<file path="src/rtl/alu_operand_sequencer_if.sv">
// Pin-side and ALU-side signal bundle for the byte-serial ALU operand sequencer.
// slave = sequencer view; master = pins plus ALU view.
interface alu_operand_sequencer_if;
  logic [7:0] data_in;
  logic       strobe;
  logic       abort;
  logic [7:0] alu_a;
  logic [7:0] alu_b;
  logic [2:0] alu_sel;
  logic [7:0] alu_result;
  logic       alu_carry;
  logic [7:0] res_out;
  logic       res_carry;
  logic       res_zero;
  logic       res_valid;
  logic       busy;
  logic       err;

  modport slave (
    input  data_in, strobe, abort, alu_result, alu_carry,
    output alu_a, alu_b, alu_sel, res_out, res_carry, res_zero, res_valid, busy, err
  );

  modport master (
    output data_in, strobe, abort, alu_result, alu_carry,
    input  alu_a, alu_b, alu_sel, res_out, res_carry, res_zero, res_valid, busy, err
  );
endinterface

</file>
<file path="src/rtl/alu_operand_sequencer.sv">
// Loads A, B, opcode one byte per async strobe edge, runs the ALU, captures result/flags.
// Latency: result valid 2 edges after the opcode ld pulse; no backpressure, ld in S_EX is dropped.
module alu_operand_sequencer #(
  parameter int SYNC_STAGES    = 2,
  parameter int TIMEOUT_CYCLES = 1024
) (
  input logic                     clk,
  input logic                     rst_n,
  alu_operand_sequencer_if.slave  bus
);
  localparam int CW = $clog2(TIMEOUT_CYCLES);

  typedef enum logic [1:0] {S_A, S_B, S_OP, S_EX} state_t;

  logic [SYNC_STAGES-1:0] sync_q;
  logic                   edge_q;
  logic                   ld_q;
  state_t                 state_q;
  logic [CW-1:0]          cnt_q;
  logic [7:0]             alu_a_q;
  logic [7:0]             alu_b_q;
  logic [2:0]             alu_sel_q;
  logic [7:0]             res_out_q;
  logic                   res_carry_q;
  logic                   res_zero_q;
  logic                   res_valid_q;
  logic                   err_q;
  logic                   loading;
  logic                   timeout;

  // Edge flop resets low so a strobe already high at reset release yields one pulse.
  always_ff @(posedge clk or negedge rst_n) begin
    if (!rst_n) begin
      sync_q <= '0;
      edge_q <= 1'b0;
      ld_q   <= 1'b0;
    end else begin
      sync_q <= {sync_q[SYNC_STAGES-2:0], bus.strobe};
      edge_q <= sync_q[SYNC_STAGES-1];
      ld_q   <= sync_q[SYNC_STAGES-1] & ~edge_q;
    end
  end

  assign loading = (state_q == S_B) || (state_q == S_OP);
  assign timeout = loading && !ld_q && (cnt_q == CW'(TIMEOUT_CYCLES - 1));

  always_ff @(posedge clk or negedge rst_n) begin
    if (!rst_n) begin
      cnt_q <= '0;
    end else if (bus.abort || timeout || ld_q || !loading) begin
      cnt_q <= '0;
    end else begin
      cnt_q <= cnt_q + CW'(1);
    end
  end

  // Priority: abort, then timeout, then ld.
  always_ff @(posedge clk or negedge rst_n) begin
    if (!rst_n) begin
      state_q     <= S_A;
      alu_a_q     <= '0;
      alu_b_q     <= '0;
      alu_sel_q   <= '0;
      res_out_q   <= '0;
      res_carry_q <= 1'b0;
      res_zero_q  <= 1'b0;
      res_valid_q <= 1'b0;
      err_q       <= 1'b0;
    end else if (bus.abort) begin
      state_q     <= S_A;
      res_valid_q <= 1'b0;
      err_q       <= 1'b0;
    end else if (timeout) begin
      state_q <= S_A;
      err_q   <= 1'b1;
    end else begin
      case (state_q)
        S_A: if (ld_q) begin
          alu_a_q     <= bus.data_in;
          res_valid_q <= 1'b0;
          err_q       <= 1'b0;
          state_q     <= S_B;
        end
        S_B: if (ld_q) begin
          alu_b_q <= bus.data_in;
          state_q <= S_OP;
        end
        S_OP: if (ld_q) begin
          alu_sel_q <= bus.data_in[2:0];
          state_q   <= S_EX;
        end
        S_EX: begin
          res_out_q   <= bus.alu_result;
          res_carry_q <= bus.alu_carry;
          res_zero_q  <= (bus.alu_result == 8'h00);
          res_valid_q <= 1'b1;
          state_q     <= S_A;
        end
        default: state_q <= S_A;
      endcase
    end
  end

  assign bus.alu_a     = alu_a_q;
  assign bus.alu_b     = alu_b_q;
  assign bus.alu_sel   = alu_sel_q;
  assign bus.res_out   = res_out_q;
  assign bus.res_carry = res_carry_q;
  assign bus.res_zero  = res_zero_q;
  assign bus.res_valid = res_valid_q;
  assign bus.err       = err_q;
  assign bus.busy      = (state_q != S_A);
endmodule

</file>
<file path="src/flat_wrapper.sv">
// flat-port wrapper written by rule: the top's interface ports become plain ports
module alu_operand_sequencer_flat 
#(
  parameter int SYNC_STAGES    = 2,
  parameter int TIMEOUT_CYCLES = 1024
)
  (clk, rst_n, bus_data_in, bus_strobe, bus_abort, bus_alu_result, bus_alu_carry, bus_alu_a, bus_alu_b, bus_alu_sel, bus_res_out, bus_res_carry, bus_res_zero, bus_res_valid, bus_busy, bus_err);
  alu_operand_sequencer_if bus_i ();
  input logic clk;
  input logic rst_n;
  input wire logic [$bits(bus_i.data_in)-1:0] bus_data_in;
  input wire logic [$bits(bus_i.strobe)-1:0] bus_strobe;
  input wire logic [$bits(bus_i.abort)-1:0] bus_abort;
  input wire logic [$bits(bus_i.alu_result)-1:0] bus_alu_result;
  input wire logic [$bits(bus_i.alu_carry)-1:0] bus_alu_carry;
  output wire logic [$bits(bus_i.alu_a)-1:0] bus_alu_a;
  output wire logic [$bits(bus_i.alu_b)-1:0] bus_alu_b;
  output wire logic [$bits(bus_i.alu_sel)-1:0] bus_alu_sel;
  output wire logic [$bits(bus_i.res_out)-1:0] bus_res_out;
  output wire logic [$bits(bus_i.res_carry)-1:0] bus_res_carry;
  output wire logic [$bits(bus_i.res_zero)-1:0] bus_res_zero;
  output wire logic [$bits(bus_i.res_valid)-1:0] bus_res_valid;
  output wire logic [$bits(bus_i.busy)-1:0] bus_busy;
  output wire logic [$bits(bus_i.err)-1:0] bus_err;
  assign bus_i.data_in = bus_data_in;
  assign bus_i.strobe = bus_strobe;
  assign bus_i.abort = bus_abort;
  assign bus_i.alu_result = bus_alu_result;
  assign bus_i.alu_carry = bus_alu_carry;
  assign bus_alu_a = bus_i.alu_a;
  assign bus_alu_b = bus_i.alu_b;
  assign bus_alu_sel = bus_i.alu_sel;
  assign bus_res_out = bus_i.res_out;
  assign bus_res_carry = bus_i.res_carry;
  assign bus_res_zero = bus_i.res_zero;
  assign bus_res_valid = bus_i.res_valid;
  assign bus_busy = bus_i.busy;
  assign bus_err = bus_i.err;
  alu_operand_sequencer #(.SYNC_STAGES(SYNC_STAGES), .TIMEOUT_CYCLES(TIMEOUT_CYCLES)) u_core (.clk(clk), .rst_n(rst_n), .bus(bus_i));
endmodule
</file>
<file path="config.mk">
export PLATFORM = sky130hd
export DESIGN_NAME = alu_operand_sequencer_flat
export DESIGN_NICKNAME = d
export VERILOG_FILES = /design/src/rtl/alu_operand_sequencer_if.sv /design/src/rtl/alu_operand_sequencer.sv /design/src/flat_wrapper.sv
export SDC_FILE = /design/constraint.sdc
export NUM_CORES = 1
export LEC_CHECK = 0
export CELL_PAD_IN_SITES_DETAIL_PLACEMENT = 1
export CELL_PAD_IN_SITES_GLOBAL_PLACEMENT = 1
export CORE_MARGIN = 4
export CORE_UTILIZATION = 41
export DETAILED_ROUTE_END_ITERATION = 6
export PLACE_DENSITY_LB_ADDON = 0.1
export SYNTH_ARGS = -nofsm -noshare
export SYNTH_HDL_FRONTEND = slang
export SYNTH_SLANG_ARGS = --single-unit
export TNS_END_PERCENT = 30
</file>
<file path="constraint.sdc">
create_clock -name clk -period 5.31 [get_ports clk]
set_input_delay 1.062 -clock clk [delete_from_list [all_inputs] [get_ports clk]]
set_output_delay 1.062 -clock clk [all_outputs]
set_load 0.005 [all_outputs]
</file>
==> results.md, run 1 <==
* Status: finished, final reports clean
* GRT overflow at 0
* Commonest non-fill, non-tap cell in the layout: clkdlybuf4s50_1
* Routed wire length at 4.66 mm
* Clk root buf: clkbuf_8
* Fmax at ~360 MHz
* Layout cell share with drive strength beyond 1 at 0.209
* First-pass GRT wire length at 7.96 mm
* Seq cells post-synth at between 40 and 50
* Die H at 77.9 microns
* Post-synth ARST share at 1.00
* Vias/cell at a little over 5
* Seq/Total Area, Yosys at 0.587
* Kind of critical path: reg -> out
* Total power at 1.24 mW
* Setup Fix Bufs, Post-CTS at 0
* RSZ-0062 raised after global routing: false
* Synthesis-to-layout area growth at 34.9%
* Drt drc at 0
* Synthesized area at 2000 sq um
* Clk_lat worst skew at 0.29 ns
* Worst setup SP type: flip-flop
* Hold Fails Final Rpt at 0
* Max_slew headroom at 0.300
* Worst Reg2Reg Path Length in Cells at 6
* Cts bufs inserted at 5
* Initial Utilization at 0.424
* CTS Hold Bufs at 0
* Fin nets at 233
* Final antenna-violating net count at 0
* DRT Pass-1 Iters at 4
* Cell mode on critical path: inv_1
* CP max FO at 5
* Port Buffer Count at 52
* Num rows at 25
* Drt first-iter violations at 60
* ANT cells at 0
* Post-synthesis cell type count at 30
* Fin crit share at 0.518
* Number of max-cap violations at 0
* Final setup TNS at 0 ns
* Hold path cells at 0
* H-tree levels at 2
* Pleak at 1.14 nW
* Final Cell Area at between 2000 and 3000 sq um
* Data required, critical path at roughly 4.3 ns
* Slew at the pin closest to its max-slew limit at 1.04 ns
* Largest net degree at the start of global routing at between 40 and 50
* Syn Area/Cell at 13.4 sq um
* Syn nets at 176
* Most used DFF post-synth: dfrtp_1
* Final setup fails at 0
* Post-synth EDFFs at 0
* YS warnings at 0
* PD cells at around 460 nW/um^2
* HP Class: reg -> reg
* Fin. max-slew vios at 0
* Sink Count at 47
* Overall Global Routing Usage at 0.166
* Tmin final at 2.75 ns
* Largest stage delay on the critical path at ~0.51 ns
* Vias in the first global route at about 1,600
* Placeable Area at 4720 sq um
* Most frequent cells in the layout: clkdlybuf4s50_1 (51), dfrtp_1 (47), mux2_2 (28)
* Crit path cell chain: inv_1 -> ha_1 -> inv_1 -> clkdlybuf4s50_1
* CTS tree: done
* Post-CTS sizing at 0
* Clk slew on worst S/H paths at 0.08 ns
* Worst setup EP type: primary output
* Clk buf depth at 2
* Worst Skew at 0.00701 ns
* DP HPWL at about 3.4 mm
* Initial antenna violation count at 0
* Post-Syn Instances at roughly 150
* Area of the die at 6070 sq um
* Chip Width at slightly below 80 microns
* Peak supply drop at around 0.2 mV
* GPL Wtd Cong at 0.784
* Post-DP Area at ~2600 sq um
* CP Data Arrival Time at 1.69 ns
* Slowest cell on the critical path: clkdlybuf4s50_1
* Vias post-DR at 1,394
* # IOs at 53
* Per-cell routed wire length at between 15 and 20 microns
[power by group]
part           internal, mW  switching, mW  total, mW
Clock                 0.138          0.112      0.250
Combinational         0.297          0.159      0.456
Sequential            0.468         0.0625      0.530
[cell usage after synthesis, types with 2 or more instances]
master / number / area [sq um]
xor2_1: 2 / 17.5
nor2_1: 3 / 11.3
nand2_1: 6 / 22.5
nor3_1: 6 / 30.0
nor2b_1: 3 / 18.8
or3_2: 2 / 15.0
mux2_2: 28 / 315
a21boi_0: 2 / 15.0
nand3_1: 5 / 25.0
a211oi_1: 5 / 37.5
inv_1: 5 / 18.8
dfrtp_1: 47 / 1180
clkbuf_1: 3 / 11.3
ha_1: 6 / 75.1
nor4_1: 4 / 25.0
or3_1: 3 / 18.8
o21ai_0: 6 / 30.0
[metrics by stage]
step / hold WS [ns] / setup slack (ns) / utilization / std cells
after floorplan: 0.331 / 3.31 / - / 149
after global placement: 0.336 / 2.61 / 0.550 / 266
after detailed placement: 0.336 / 2.58 / 0.550 / 266
after CTS: 0.355 / 2.52 / 0.572 / 273
after global routing: 0.363 / 2.45 / 0.572 / 273
final: 0.353 / 2.56 / 0.572 / 273
[metal layers]
layer | track usage | routed length, microns | vias up
met4 | 0.0472 | 57 | 0
met1 | 0.207 | 2030 | 703
met3 | 0.0429 | 189 | 8
met2 | 0.284 | 2390 | 32
met5 | 0 | 0 | -
li1 | - | - | 651
[critical path, delay by kind of cell (launching register included)]
family	cells	cell delay (ns)
buffers and inverters	3	0.71
flip-flops	1	0.41
adder cells (fa/ha/maj)	1	0.28
[cell families after synthesis]
family	share of synthesized area
AOI/OAI and AO/OA	0.0800
xor gates and xnor gates	0.0131
adders and majority gates	0.0375
buffers and inverters	0.0150
DFF	0.587
muxes	0.157
and+or+nand+nor	0.110
[final timing paths]
path | startpoint | endpoint | slack [ns]
max | u_core.state_q[0] | bus_busy | 2.56
min in group asynchronous | rst_n | u_core.cnt_q[4] | 0.94
max reg2reg | u_core.state_q[0] | u_core.cnt_q[7] | 2.99
min reg2reg | u_core.sync_q[0] | u_core.sync_q[1] | 0.35
min | u_core.sync_q[0] | u_core.sync_q[1] | 0.35
max in group asynchronous | rst_n | u_core.bus.alu_a[3] | 3.73
[state kept, by name, indices dropped and copies added, names as in the netlist]
name                  flops
u_core.edge_q             1
u_core.ld_q               1
u_core.bus.res_carry      1
u_core.bus.res_zero       1
u_core.bus.res_valid      1
u_core.bus.err            1
u_core.bus.res_out        8
u_core.bus.alu_sel        3
u_core.sync_q             2
u_core.cnt_q             10
u_core.bus.alu_b          8
u_core.state_q            2
u_core.bus.alu_a          8
[area by class of cell]
type                       instances  area (sq um)
fill                             466          2020
sequential                        47          1180
multi-input combinational         94           797
timing repair buffer              53           523
tap                               67          83.8
clock buffer                       6          72.6
clock inverter                     1          30.0
inverter                           5          18.8
(Power assumes the default switching activity.)
==> run 2: changes to the inputs <==
CORE_UTILIZATION = 38   (was 41)
clock period = 2.6 ns   (was 5.31 ns; I/O delays follow)
==> run 2 against run 1 <==
Setup slack worse by 2.1 ns. Register-to-register slack worse by 2.5 ns. Sequential cell count stayed put. Utilization is 4.1 points lower. Non-clock buffer count is 3 higher. Die area is 7.1% higher. Final cell count is 2.2% higher. Critical path depth stayed put. Combinational power is 110% higher. Wire length is 0.62% higher. Via count is 0.79% higher.
==> results.md, run 2 (synthesis gave the netlist of run 1 again) <==
* Fin. max-slew vios at 0
* Commonest non-fill, non-tap cell in the layout: clkdlybuf4s50_1
* Vias in the first global route at 1,656
* Fill count at 545
* DP HPWL at 3.58 mm
* Overall Global Routing Usage at 0.156
* RSZ-0062 raised after global routing: false
* DRT Pass-1 Iters at 4
* Synthesis-to-layout area growth at 35.4%
* Hold_ws at ~0.23 ns
* Biggest register: u_core.cnt_q
* GRT overflow at 0
* Most frequent cells in the layout: clkdlybuf4s50_1 (51), dfrtp_1 (47), mux2_2 (28)
* Initial antenna violation count at 0
* CP Data Arrival Time at 1.64 ns
* Reg2Reg Setup Slack at 0.49 ns
* Tmin final at 2.16 ns
* ANT cells at 0
* Fin util at 0.531
* Setup Fix Bufs, Post-CTS at 0
* Initial Utilization at 0.392
* Die H at 80.6 microns
* Reg2reg start: u_core.state_q[0]
* # IOs at 53
* Status: finished, final reports clean
* Post-CTS sizing at 0
* Register area at 1180 sq um
* Final setup fails at 0
* HP Class: in -> async
* Area of the multi-input gates at about 800 sq um
* Vias/cell at roughly 5.0
* Per-cell routed wire length at 16.8 microns
* Clk slew on worst S/H paths at 0.08 ns
* Max_slew headroom at 0.535
* Pleak at 1.15 nW
* Placeable Area at 5110 sq um
* Drt drc at 0
* H-tree levels at 2
* Data required, critical path at approximately 2.1 ns
* Vias post-DR at approximately 1,400
* Port Buffer Count at 52
* Final setup TNS at 0 ns
* Worst Skew at around 0.0038 ns
* Largest net degree at the start of global routing at 27
* Hold Fails Final Rpt at 0
* Clk_lat worst skew at 0.29 ns
* Fin crit share at 0.831
* First-pass GRT wire length at 7.73 mm
* Clk root buf: clkbuf_8
* Num rows at 26
* Worst setup EP type: primary output
* CTS Hold Bufs at 0
* Area of the die at 6500 sq um
* Slew at the pin closest to its max-slew limit at slightly below 0.7 ns
* Worst Reg2Reg Path Length in Cells at 5
* Dpl ws at 0.333 ns
* Layout cell share with drive strength beyond 1 at 0.225
* Drt first-iter violations at just under 60
* Worst setup SP type: flip-flop
* Fmax at 463 MHz
* Number of max-cap violations at 0
* CP max FO at 5
* Fin nets at roughly 240
* Sink Count at 47
* Final antenna-violating net count at 0
* CTS tree: done
* Final worst setup slack at 0.439 ns
* Max reg flops at 10
* Chip Width at 80.6 microns
* GPL Wtd Cong at 0.756
* Clk buf depth at 2
* Kind of critical path: reg -> out
* Reg2reg end: u_core.bus.res_out[0]
* Routed wire length at between 4 and 5 mm
* PD cells at between 900 and 1000 nW/um^2
* Cts bufs inserted at 5
* Peak supply drop at roughly 0.47 mV
## run 2: worst max-delay path: stages (launching register included)
cell and delay (ns):
dfrtp_1 0.41, inv_1 0.10, ha_1 0.26, inv_1 0.09, clkdlybuf4s50_1 0.50
## run 2: cell type report
| cell class | count | share of cell area |
|---|---|---|
| Clock buffer | 6 | 0.0304 |
| Clock inverter | 1 | 0.00185 |
| Inverter | 5 | 0.00692 |
| Multi-Input combinational cell | 94 | 0.294 |
| Sequential cell | 47 | 0.434 |
| Tap cell | 70 | 0.0323 |
| Timing Repair Buffer | 56 | 0.201 |
## run 2: per-layer routing
metal,vias up,wire (microns),track usage
li1,654,-,-
met3,2,242,0.0516
met4,0,29,0.0456
met2,28,2480,0.272
met1,721,1940,0.182
met5,-,0,0
## run 2: power breakdown
part / internal, mW / switching, mW
combinational: 0.607 / 0.332
sequential: 0.955 / 0.127
clock: 0.209 / 0.223
total: 1.77 / 0.682
## run 2: how the worst max path moves through the flow
stage	startpoint	endpoint
finish	u_core.state_q[0]	bus_busy
global route	u_core.state_q[0]	bus_busy
CTS	u_core.state_q[0]	bus_busy
detailed placement	bus_abort	u_core.cnt_q[9]
global placement	bus_abort	u_core.cnt_q[9]
floorplan	u_core.state_q[0]	u_core.bus.res_carry
## run 2: metrics by stage
stage,total power [mW],area [sq um],std cells
after detailed placement,2.05,2630,272
after CTS,2.50,2710,279
after global placement,1.99,2630,272
after floorplan,1.45,2000,149
after global routing,2.61,2710,279
final,2.45,2710,279
==> run 3: changes to the inputs <==
clock period = 2.05 ns   (was 2.6 ns; I/O delays follow)
==> run 3 against run 2 <==
Register-to-register slack got worse by 0.36 ns. Total power up 32%. Clock skew is 0.0042 ns higher. Final cell count grew 3.6%. Critical endpoint unchanged.
==> results.md, run 3 (synthesis gave the netlist of run 1 again) <==
* Status: finished, final reports clean
* Clk_lat worst skew at 0.31 ns
* Fin cells at 289
* Dpl ws at -0.0450 ns
* Final setup fails at 0
* Most frequent cells in the layout: clkdlybuf4s50_1 (51), dfrtp_1 (47), mux2_2 (28)
* Layout cell share with drive strength beyond 1 at 0.265
* Worst Reg2Reg Path Length in Cells at 6
* Vias in the first global route at 1,654
* Hold_ws at ~0.078 ns
* Num rows at 26
* Port Buffer Count at 52
* Final setup TNS at 0 ns
* Kind of critical path: reg -> out
* Initial Utilization at 0.392
* CTS Hold Bufs at 0
* ANT cells at 0
* Vias post-DR at roughly 1,500
* Pleak at 1.20 nW
* CTS tree: done
* Area of the die at ~6500 sq um
* Fin nets at 245
* Worst setup EP type: primary output
* Final antenna-violating net count at 0
* Worst Skew at 0.00804 ns
* Max_slew headroom at 0.632
* RSZ-0062 raised after global routing: false
* CP Data Arrival Time at between 1.5 and 2 ns
* Largest net degree at the start of global routing at 26
* First-pass GRT wire length at a little over 8 mm
* Fmax at 510 MHz
* Die H at 80.6 microns
* Sink Count at 47
* Overall Global Routing Usage at 0.166
* Register area at 1180 sq um
* Clk root buf: clkbuf_8
* Fill count at roughly 530
* PD cells at 1150 nW/um^2
* Clk slew on worst S/H paths at 0.10 ns
* Peak supply drop at 0.618 mV
* Drt first-iter violations at 45
* Chip Width at 80.6 microns
* Synthesis-to-layout area growth at 41.2%
* Biggest register: u_core.cnt_q
* Per-cell routed wire length at between 15 and 20 microns
* DRT Pass-1 Iters at 3
* Commonest non-fill, non-tap cell in the layout: clkdlybuf4s50_1
* Cts bufs inserted at 5
* Fin. max-slew vios at 0
* Number of max-cap violations at 0
* Placeable Area at 5110 sq um
* DP HPWL at 3.73 mm
* H-tree levels at 2
* Max reg flops at 10
* GPL Wtd Cong at 0.754
* GRT overflow at 0
* Hold Fails Final Rpt at 0
* # IOs at 53
* Slew at the pin closest to its max-slew limit at 0.553 ns
* Clk buf depth at 2
* HP Class: in -> async
* Fin crit share at 0.957
* Data required, critical path at 1.64 ns
* Routed wire length at 4.88 mm
* CP max FO at 5
* # placed instances at approximately 280
* Initial antenna violation count at 0
* Tmin final at 1.96 ns
* Final worst setup slack at 0.0878 ns
* Area of the multi-input gates at 810 sq um
* Total power at 3.25 mW
* Drt drc at 0
* Worst setup SP type: flip-flop
* Vias/cell at around 5.1
==> run 3: final cells by class <==
class | count | share of cell area
Inverter | 5 | 0.00664
Multi-Input combinational cell | 94 | 0.286
Clock buffer | 5 | 0.0243
Tap cell | 70 | 0.0310
Timing Repair Buffer | 65 | 0.227
Clock inverter | 3 | 0.00885
Sequential cell | 47 | 0.416
==> run 3: path summary, 6_finish.rpt <==
path / to / from / slack (ns)
max: bus_busy / u_core.state_q[0] / 0.09
min: u_core.edge_q / rst_n / 0.08
max reg2reg: u_core.bus.res_out[5] / u_core.state_q[0] / 0.13
min reg2reg: u_core.sync_q[1] / u_core.sync_q[0] / 0.36
max in group asynchronous: u_core.bus.alu_a[0] / rst_n / 1.37
min in group clk: u_core.sync_q[1] / u_core.sync_q[0] / 0.36
==> run 3: routing by layer <==
| layer | up-vias | global-route usage | share of wire |
|---|---|---|---|
| li1 | 677 | - | - |
| met1 | 745 | 0.205 | 0.42 |
| met2 | 35 | 0.262 | 0.50 |
| met3 | 9 | 0.0605 | 0.061 |
| met4 | 0 | 0.0642 | 0.016 |
| met5 | - | 0 | 0 |
==> run 3: power breakdown <==
| part | leakage, nW | internal [mW] | switching (mW) |
|---|---|---|---|
| registers | 0.608 | 1.21 | 0.154 |
| clock network | 0.0452 | 0.249 | 0.344 |
| logic | 0.552 | 0.843 | 0.446 |
==> run 3: worst max-delay path, cell delays in order, from the launching register on <==
cell	delay, ns
dfrtp_1	0.38
inv_1	0.11
ha_4	0.20
inv_1	0.07
clkdlybuf4s50_1	0.50
==> run 3: timing repair <==
action,in CTS,in global routing
cloned,0,0
pin swaps,1,0
resized for setup,1,2
buffers inserted,1,1
endpoints found under the setup margin,10,10
==> run 3: through the flow <==
stage / utilization / area [sq um]
6_report: 0.554 / 2830
5_1_grt: 0.554 / 2830
3_3_place_gp: 0.529 / 2700
4_1_cts: 0.549 / 2810
3_5_place_dp: 0.529 / 2700
2_1_floorplan: - / 2000
